### config.mk
export PLATFORM = sky130hd
export DESIGN_NAME = board_state
export DESIGN_NICKNAME = d
export VERILOG_FILES = /design/src/rtl/board_state.sv
export SDC_FILE = /design/constraint.sdc
export NUM_CORES = 1
export LEC_CHECK = 0
export BUFFER_PORTS_ARGS = -buffer_cell sky130_fd_sc_hd__buf_4
export CORE_UTILIZATION = 60
export DETAILED_ROUTE_END_ITERATION = 10
export MAX_ROUTING_LAYER = met4
export PLACE_DENSITY = 0.91
export SETUP_SLACK_MARGIN = 0.02
export SLEW_MARGIN = 20
export SYNTH_ARGS = -nofsm -noshare
export SYNTH_HDL_FRONTEND = slang
export SYNTH_SLANG_ARGS = --single-unit
### constraint.sdc
create_clock -name clock -period 5.9 [get_ports clock]
set_input_delay 0.885 -clock clock [delete_from_list [all_inputs] [get_ports clock]]
set_output_delay 0.885 -clock clock [all_outputs]
set_load 0.02 [all_outputs]
### src/rtl/board_state.sv
// Playfield owner for the brick game: brick/paddle occupancy map, brick clearing from ball
// contact, score/lives bookkeeping and the serve/miss/win sequencing that gates ball_movement.
module board_state #(
  parameter int unsigned BRICK_ROWS = 4,
  parameter int unsigned PADDLE_W   = 4,
  parameter int unsigned LIVES      = 3
) (
  input  logic         clock,
  input  logic         reset,
  input  logic         start,
  input  logic         btn_left,
  input  logic         btn_right,
  input  logic [3:0]   ball_row,
  input  logic [3:0]   ball_col,
  input  logic [1:0]   ball_dir,
  output logic [191:0] data,
  output logic         ball_rst_n,
  output logic [7:0]   score,
  output logic [2:0]   lives,
  output logic [2:0]   game_state
);

  localparam int unsigned COLS     = 16;
  localparam int unsigned CELLS    = 192;
  localparam int unsigned LAST_ROW = 11;

  localparam logic [CELLS-1:0] BRICKS_INIT = ~({CELLS{1'b1}} << (BRICK_ROWS * COLS));
  localparam logic [CELLS-1:0] PADDLE_ONES = ~({CELLS{1'b1}} << PADDLE_W);
  localparam logic [3:0]       PADDLE_MAX  = 4'(COLS - PADDLE_W);
  localparam logic [3:0]       PADDLE_HOME = 4'((COLS - PADDLE_W) / 2);
  localparam logic [2:0]       LIVES_INIT  = 3'(LIVES);

  typedef enum logic [2:0] {
    S_IDLE = 3'd0,
    S_PLAY = 3'd1,
    S_MISS = 3'd2,
    S_WIN  = 3'd3,
    S_OVER = 3'd4
  } state_t;

  function automatic logic [CELLS-1:0] paddle_mask(input logic [3:0] pos);
    return PADDLE_ONES << (LAST_ROW * COLS + 32'(pos));
  endfunction

  // One column per accepted edge; opposing edges cancel; clamped at both walls.
  function automatic logic [3:0] step_paddle(input logic [3:0] pos, input logic up, input logic dn);
    if (up && !dn && pos < PADDLE_MAX) return pos + 4'd1;
    if (dn && !up && pos != 4'd0)      return pos - 4'd1;
    return pos;
  endfunction

  state_t           state, state_n;
  logic [CELLS-1:0] bricks, bricks_n, data_n;
  logic [3:0]       paddle_pos, paddle_n, paddle_step;
  logic [7:0]       score_n;
  logic [2:0]       lives_n;
  logic             prev_left, prev_right;
  logic [1:0]       n_clr;
  logic [8:0]       score_sum;

  logic [4:0] dr, dc, vr, hc;
  logic       row_ok, v_ok, h_ok, d_ok, v_hit, h_hit, d_hit;
  logic [7:0] idx_v, idx_h, idx_d;

  // Neighbour cells in the ball's direction of travel, with 5-bit wrap as the invalid flag.
  always_comb begin
    dr     = ball_dir[1] ? 5'd1 : 5'h1f;
    dc     = ball_dir[0] ? 5'd1 : 5'h1f;
    vr     = {1'b0, ball_row} + dr;
    hc     = {1'b0, ball_col} + dc;
    row_ok = ball_row <= 4'(LAST_ROW);
    v_ok   = row_ok && !vr[4] && (vr <= 5'(LAST_ROW));
    h_ok   = row_ok && !hc[4];
    d_ok   = v_ok && h_ok;
    idx_v  = {vr[3:0], ball_col};
    idx_h  = {ball_row, hc[3:0]};
    idx_d  = {vr[3:0], hc[3:0]};
    // data always equals bricks | paddle, so it serves as the occupancy map.
    v_hit  = v_ok && data[idx_v];
    h_hit  = h_ok && data[idx_h];
    d_hit  = d_ok && data[idx_d];
  end

  assign paddle_step = step_paddle(paddle_pos, btn_left & ~prev_left, btn_right & ~prev_right);

  always_comb begin
    state_n  = state;
    bricks_n = bricks;
    paddle_n = paddle_pos;
    score_n  = score;
    lives_n  = lives;
    n_clr    = 2'd0;
    case (state)
      S_PLAY: begin
        paddle_n = paddle_step;
        if (ball_row == 4'(LAST_ROW)) begin
          state_n = S_MISS;
        end else if (bricks == '0) begin
          state_n = S_WIN;
        end else if (v_hit || h_hit) begin
          if (v_hit && bricks[idx_v]) begin
            bricks_n[idx_v] = 1'b0;
            n_clr           = n_clr + 2'd1;
          end
          if (h_hit && bricks[idx_h]) begin
            bricks_n[idx_h] = 1'b0;
            n_clr           = n_clr + 2'd1;
          end
        end else if (d_hit && bricks[idx_d]) begin
          bricks_n[idx_d] = 1'b0;
          n_clr           = 2'd1;
        end
      end
      S_MISS: begin
        lives_n = lives - 3'd1;
        state_n = (lives == 3'd1) ? S_OVER : S_IDLE;
      end
      S_WIN, S_OVER: begin
        if (start) begin
          state_n  = S_IDLE;
          bricks_n = BRICKS_INIT;
          paddle_n = PADDLE_HOME;
          lives_n  = LIVES_INIT;
          score_n  = 8'd0;
        end
      end
      default: begin
        paddle_n = paddle_step;
        state_n  = start ? S_PLAY : S_IDLE;
      end
    endcase
    score_sum = 9'(score) + 9'(n_clr);
    if (state == S_PLAY) score_n = score_sum[8] ? 8'hff : score_sum[7:0];
    data_n = bricks_n | paddle_mask(paddle_n);
  end

  always_ff @(posedge clock or negedge reset) begin
    if (!reset) begin
      state      <= S_IDLE;
      bricks     <= BRICKS_INIT;
      paddle_pos <= PADDLE_HOME;
      score      <= 8'd0;
      lives      <= LIVES_INIT;
      prev_left  <= 1'b0;
      prev_right <= 1'b0;
      data       <= BRICKS_INIT | paddle_mask(PADDLE_HOME);
    end else begin
      state      <= state_n;
      bricks     <= bricks_n;
      paddle_pos <= paddle_n;
      score      <= score_n;
      lives      <= lives_n;
      prev_left  <= btn_left;
      prev_right <= btn_right;
      data       <= data_n;
    end
  end

  assign ball_rst_n = (state == S_PLAY);
  assign game_state = 3'(state);

endmodule

### After elaboration in Yosys (flattened, before gate mapping)

Index checks and enable logic that the tools add are counted.

| operators by class | value |
|---|---|
| add/sub/neg operators | 8 |
| order comparisons | 9 |
| equality and inequality tests | 8 |
| shift operators | 1 |
| mux-type cells | 64 |
| bitwise operators | 11 |
| reduce and logical (&&, ||, !) cells | 31 |

Operators with widths:

| operator | number |
|---|---|
| two-way mux 192 bit | 11 |
| bitwise AND 192 bit | 3 |
| NOT 192 bit | 3 |
| case mux 192 bit (2 select lines) | 1 |
| logical NOT 192 bit | 1 |
| bitwise OR 192 bit | 1 |
| << shifter 4 x 9 -> 192 bit, first input constant | 1 |
| binary-select mux 1 bit (select 8 bit) | 6 |
| two-way mux 8 bit | 4 |
| < comparator 8 x 9 -> 1 bit, second input constant | 3 |
| demux 1 bit (select 8 bit) | 3 |
| >= comparator 8 x 1 -> 1 bit, second input constant | 3 |
| two-way mux 4 bit | 5 |
| two-way mux 2 bit | 9 |
| logical AND 1 bit | 17 |
| two-way mux 1 bit | 15 |
| two-way mux 3 bit | 5 |
| adder 4 x 5 -> 5 bit | 2 |
| two-way mux 5 bit | 2 |
| adder 8 x 2 -> 9 bit | 1 |
| adder 8 x 4 -> 9 bit, first input constant | 1 |
| case mux 3 bit (3 select lines) | 1 |
| case mux 4 bit (2 select lines) | 1 |
| == test 3 x 1 -> 1 bit, second input constant | 2 |
| 21 further kinds | 31 |

| word-level totals | value |
|---|---|
| register bits | 404 |
| input bits | 15 |
| output and inout port bits | 207 |
| word-level logic and storage cells | 140 |

### Logic depth before layout (Yosys ltp)

| logic depth | value |
|---|---|
| depth after elaboration | 21 |
| depth in mapped cells | 28 |
| gate-level depth less buffers | 22 |

### Worst setup path before layout

OpenSTA, ideal clock, no wires.

| timing path | value |
|---|---|
| path kind | input port to flip-flop |
| start | input ball_dir[0] |
| end | register score[4] |
| library setup time | 83 ps |
| arrival | 5593 ps |
| data required time | 5817 ps |
| setup slack | 224 ps |
| stages on the path | 23 |
| path buffers | 5 |
| cell sequence | inv_1 fa_1 buf_6 buf_8 mux4_2 mux4_2 nor3b_1 or3_1 and4bb_1 buf_4 and2_1 buf_2 buf_2 nor2_1 nor3_1 ha_1 inv_1 fa_1 nor2_1 and3_1 nand3_1 o31a_1 o21ai_0 |

| between the ends | value |
|---|---|
| word-level cells in the longest chain between the ends | 15 |
| elaborated cells between the ends (all ways) | 27 |
| classes of those cells | add/sub: 2; mux: 17; reduce/logical: 8 |

Ends and longest elaborated chain:

| element | line | source |
|---|---|---|
| from (decl) | 15 | `input logic [1:0] ball_dir,` |
| two-way mux 5 bit (*) | 68 | `dc = ball_dir[0] ? 5'd1 : 5'h1f;` |
| adder 4 x 5 -> 5 bit (*) | 70 | `hc = {1'b0, ball_col} + dc;` |
| branches (longest 6 deep; another with binary-select mux 1 bit (select 8 bit)) | -- |  |
| two-way mux 2 bit (*) | 100 | `end else if (v_hit \|\| h_hit) begin` |
| two-way mux 2 bit (*) | 98 | `end else if (bricks == '0) begin` |
| two-way mux 2 bit (*) | 96 | `if (ball_row == 4'(LAST_ROW)) begin` |
| two-way mux 2 bit (*) | 93 | `case (state)` |
| adder 8 x 2 -> 9 bit (*) | 132 | `score_sum = 9'(score) + 9'(n_clr);` |
| two-way mux 8 bit (*) (2 in a row) | 133 | `if (state == S_PLAY) score_n = score_sum[8] ? 8'hff : score_sum[7:0];` |
| to (signal assigned) | 151 | `score <= score_n;` |
| to (decl) | 18 | `output logic [7:0] score,` |

Every way passes the cells marked *. The select of a mux whose other input is x is not followed.
A chain may end at the register's enable or synchronous reset.

### Final worst setup path

| timing path | value |
|---|---|
| start | input ball_col[1] |
| end | register score[3] |

| between the ends | value |
|---|---|
| word-level cells in the longest chain between the ends | 18 |
| elaborated cells between the ends (all ways) | 38 |
| classes of those cells | add/sub: 3; mux: 25; reduce/logical: 10 |

Ends and longest elaborated chain:

| element | line | source |
|---|---|---|
| from (decl) | 14 | `input logic [3:0] ball_col,` |
| binary-select mux 1 bit (select 8 bit) | 79 | `v_hit = v_ok && data[idx_v];` |
| two-way mux 1 bit (not written as such) | 79 |  |
| logical AND 1 bit | 79 |  |
| logical AND 1 bit | 101 | `if (v_hit && bricks[idx_v]) begin` |
| two-way mux 1 bit | 101 |  |
| two-way mux 2 bit | 100 |  |
| two-way mux 2 bit | 98 |  |
| two-way mux 2 bit | 96 |  |
| two-way mux 2 bit | 93 |  |
| adder 2 x 1 -> 2 bit | 107 | `n_clr = n_clr + 2'd1;` |
| two-way mux 2 bit | 105 | `if (h_hit && bricks[idx_h]) begin` |
| two-way mux 2 bit (*) | 100 |  |
| two-way mux 2 bit (*) | 98 |  |
| two-way mux 2 bit (*) | 96 |  |
| two-way mux 2 bit (*) | 93 |  |
| adder 8 x 2 -> 9 bit (*) | 132 |  |
| two-way mux 8 bit (*) (2 in a row) | 133 |  |

Every way passes the cells marked *; elsewhere a longest branch is shown, timed or not. The select of a mux whose other input is x is not followed.

==> results.yml <==
status:
  outcome: "finished clean"
global_route:
  grt_pass1_vias: 17600
  grt_pass1_wl_um: 120000
  grt_max_degree: 131
  antenna_found_initial: 4
  overflow: 0
  grtUsageTotal_pct: 55.7
critical_path:
  cp-end-kind: "flip-flop"
  cp.arrival_ps: 6240
  worstPathCellList: "buf_4 > fa_4 > mux4_2 > mux4_2 > nor3b_1 > or3_4 > and4bb_2 > a21oi_2 > ha_1 > nor2_1 > nor3_2 > buf_4 > ha_1 > inv_1 > fa_2 > nor2_1 > and3_2 > nand3_2 > o21ai_0 > nand2_1 > nand2_1"
  critPathMaxStageDelay_ps: 940
  ff2ff_setup_slack_ps: 770
  crit_required_ps: 6390
  path_max_fanout: 8
  crit_slowest_cell: "fa_4"
  crit_type: "in -> reg"
  cp-start-kind: "input port"
clocking:
  cts_buffer_depth: 3
  post_cts_buffers: 0
  clock_latency_ps: 570
  ctsHoldBuffers: 0
  numCtsBuffers: 26
  cts_tree: "yes"
  clockRootBuffer: "clkbuf_16"
  cts_sinks: 228
  clkTransAtPathRegs_ps: 60
  htreeDepth: 1
pwr:
  finalPower_mw: 7.69
  power.density_nw_per_um2: 386
  p_leak_nw: 8.24
  vdd.ir_drop.worst_mv: 0.381
synthesis:
  synthMuxAreaShare_pct: 15.6
  avgSynthCellArea_um2: 9.13
  synth_xor_area_share_pct: 0.427
  synth.yosys.seq_area_share_pct: 32.4
  ys.flop_type: "dfrtp_1"
  synth-warning-count: 0
  synth-compound-area-share_pct: 22.1
  synth_edf_count: 0
  synthAdderAreaFrac_pct: 1.95
  synth-simple-area-share_pct: 15.4
  syn_area_um2: 17900
  yosysUniqueCellTypes: 89
  synth_top_family_by_area: "compound AO/OA/AOI/OAI gates"
  synthArstFlopShare_pct: 100
  synthCells: 1959
  syn-num-nets: 2000
  ys_ff_latch: 228
timing:
  min_period_over_period_pct: 97.5
  setup_viol_count_final: 0
  hold_viol_final: 0
  relSlewSlack_pct: 22.8
  tightestPinTransition_ps: 1160
  rsz0062_at_grt: "no"
  skew_ps: 21.3
  clock.fmax_mhz: 174
  slew_viol_final: 0
  setup_ws_ps: 146
  min_period_ps: 5750
  setup_tns_ps: 0
finish:
  drive_gt1_share_pct: 29.4
  final_cells: 2396
  final_area_um2: 20000
  finalNetCount: 2029
  syn2layout_area_growth_pct: 11.6
placement:
  post-place-cells: 2343
  dpl_cell_area_um2: 18900
  port_buffers: 221
  place.detailed.hpwl_um: 59900
  gp_congestion: 1.09
  place_ws_ps: -522
drt:
  vias: 19000
  wire_per_inst_um: 34.7
  first_iter_violations: 3795
  drt_first_pass_iters: 6
  avgViaCountPerCell: 7.94
  remaining_drc_errors: 0
  wl_um: 83000
  postRouteAntennaNets: 0
floorplan:
  die_h_um: 175
  fp.coreArea_um2: 29000
  io_pins: 222
  start_util_pct: 61.6
  die_x_um: 175
  die_area_um2: 30500
  row_count: 62
worst_hold_path:
  hold_class: "in -> async"
run:
  drv_cap: 0
==> synthesized netlist by cell type, types with 7 or more instances <==
master	instances	area share [%]
o32ai_1	11	0.54
ha_1	23	1.6
buf_1	7	0.15
buf_4	190	8.0
dfstp_2	72	11
nand4_1	24	0.84
a2111oi_0	9	0.44
o221ai_1	26	1.3
a22oi_1	9	0.38
a211oi_1	26	1.1
mux4_2	82	10
nand2b_1	16	0.56
inv_1	27	0.57
clkbuf_1	99	2.1
o21ai_0	84	2.4
mux2_2	11	0.69
o22ai_1	135	4.7
and3_1	26	0.91
and2_1	12	0.42
nor2b_1	11	0.38
nor3_1	18	0.50
nand3_1	35	0.98
a22o_1	7	0.34
nor4_1	59	2.1
dfrtp_1	156	22
nand2_1	221	4.6
a21oi_1	171	4.8
mux2i_1	81	4.5
buf_2	25	0.70
o2bb2ai_1	10	0.49
a31oi_1	9	0.31
nor2_1	103	2.2
o21a_1	13	0.55
o211ai_1	21	0.88
==> cell usage in the layout, fill, tap and decap left out, types with 21 or more instances in the layout <==
master     instances
ha_1              23
buf_4            318
o221ai_1          26
nor4_1            57
o211ai_1          21
mux4_2            82
nand2_1          219
clkbuf_16         29
nand4_1           24
a211oi_1          26
a21oi_1          170
and3_1            25
o22ai_1          135
mux2i_1           81
dfrtp_1          156
nand3_1           34
o21ai_0           82
inv_1             27
dfstp_2           72
nor2_1           101
==> where the power goes <==
group | internal (mW) | leakage (nW) | switching, mW
clock network | 1.02 | 0.448 | 0.744
registers | 2.04 | 2.92 | 0.586
logic | 1.24 | 4.88 | 2.06
total | 4.30 | 8.24 | 3.39
==> cell type report <==
class                      instances  area (µm²)
timing repair buffer             330        2620
tap                              384         480
fill                            2280        9060
multi-input combinational       1372       10000
inverter                          30         113
antenna                            4        10.0
clock inverter                    12         130
sequential                       228        5800
clock buffer                      36         781
==> path summary, 6_finish.rpt <==
check / to / cells after the start / from
worst min register to register: flip-flop / 2 / flip-flop
worst min-delay path: prev_left / 1 / reset
min in group clock: prev_left / 1 / btn_left
worst max-delay path: score[3] / 21 / ball_col[1]
worst max register to register: score[7] / 17 / flip-flop
max in group asynchronous: async pin / 2 / reset
==> metrics by stage <==
stage / hold WS (ps) / util (%)
floorplan: 499 / -
global placement: 519 / 65.3
detailed placement: 530 / 65.3
CTS: 387 / 68.4
global route: 425 / 68.8
finish: 333 / 68.8
==> worst max-delay path, delay by kind of cell <==
| family | cells | cell delay, ps |
|---|---|---|
| fa+ha+maj | 4 | 1730 |
| simple gates | 10 | 2000 |
| mux | 2 | 1060 |
| buf+inv | 3 | 360 |
| compound gates | 2 | 190 |
==> routing by layer <==
layer	part of all wire, %	GRT usage [%]	routed length (µm)
met5	0	-	0
met3	19	27.2	15900
met4	7.9	28.2	6560
met2	38	71.8	31800
met1	35	71.5	28800
==> timing repair <==
action | in CTS | in global routing
gates resized for setup | 0 | 16
endpoints found under the setup margin | 0 | 8
hold endpoints to repair | 0 | 0
==> cell families (layout without fill, tap and decap cells) <==
family	Yosys count	after routing
other	0	4
muxes	174	174
adders and majority gates	26	26
and+or+nand+nor	558	558
buffers and inverters	359	408
DFF	228	228
xor gates and xnor gates	7	7
AOI/OAI and AO/OA	607	607
No activity file was read; power rests on OpenSTA's default activity.
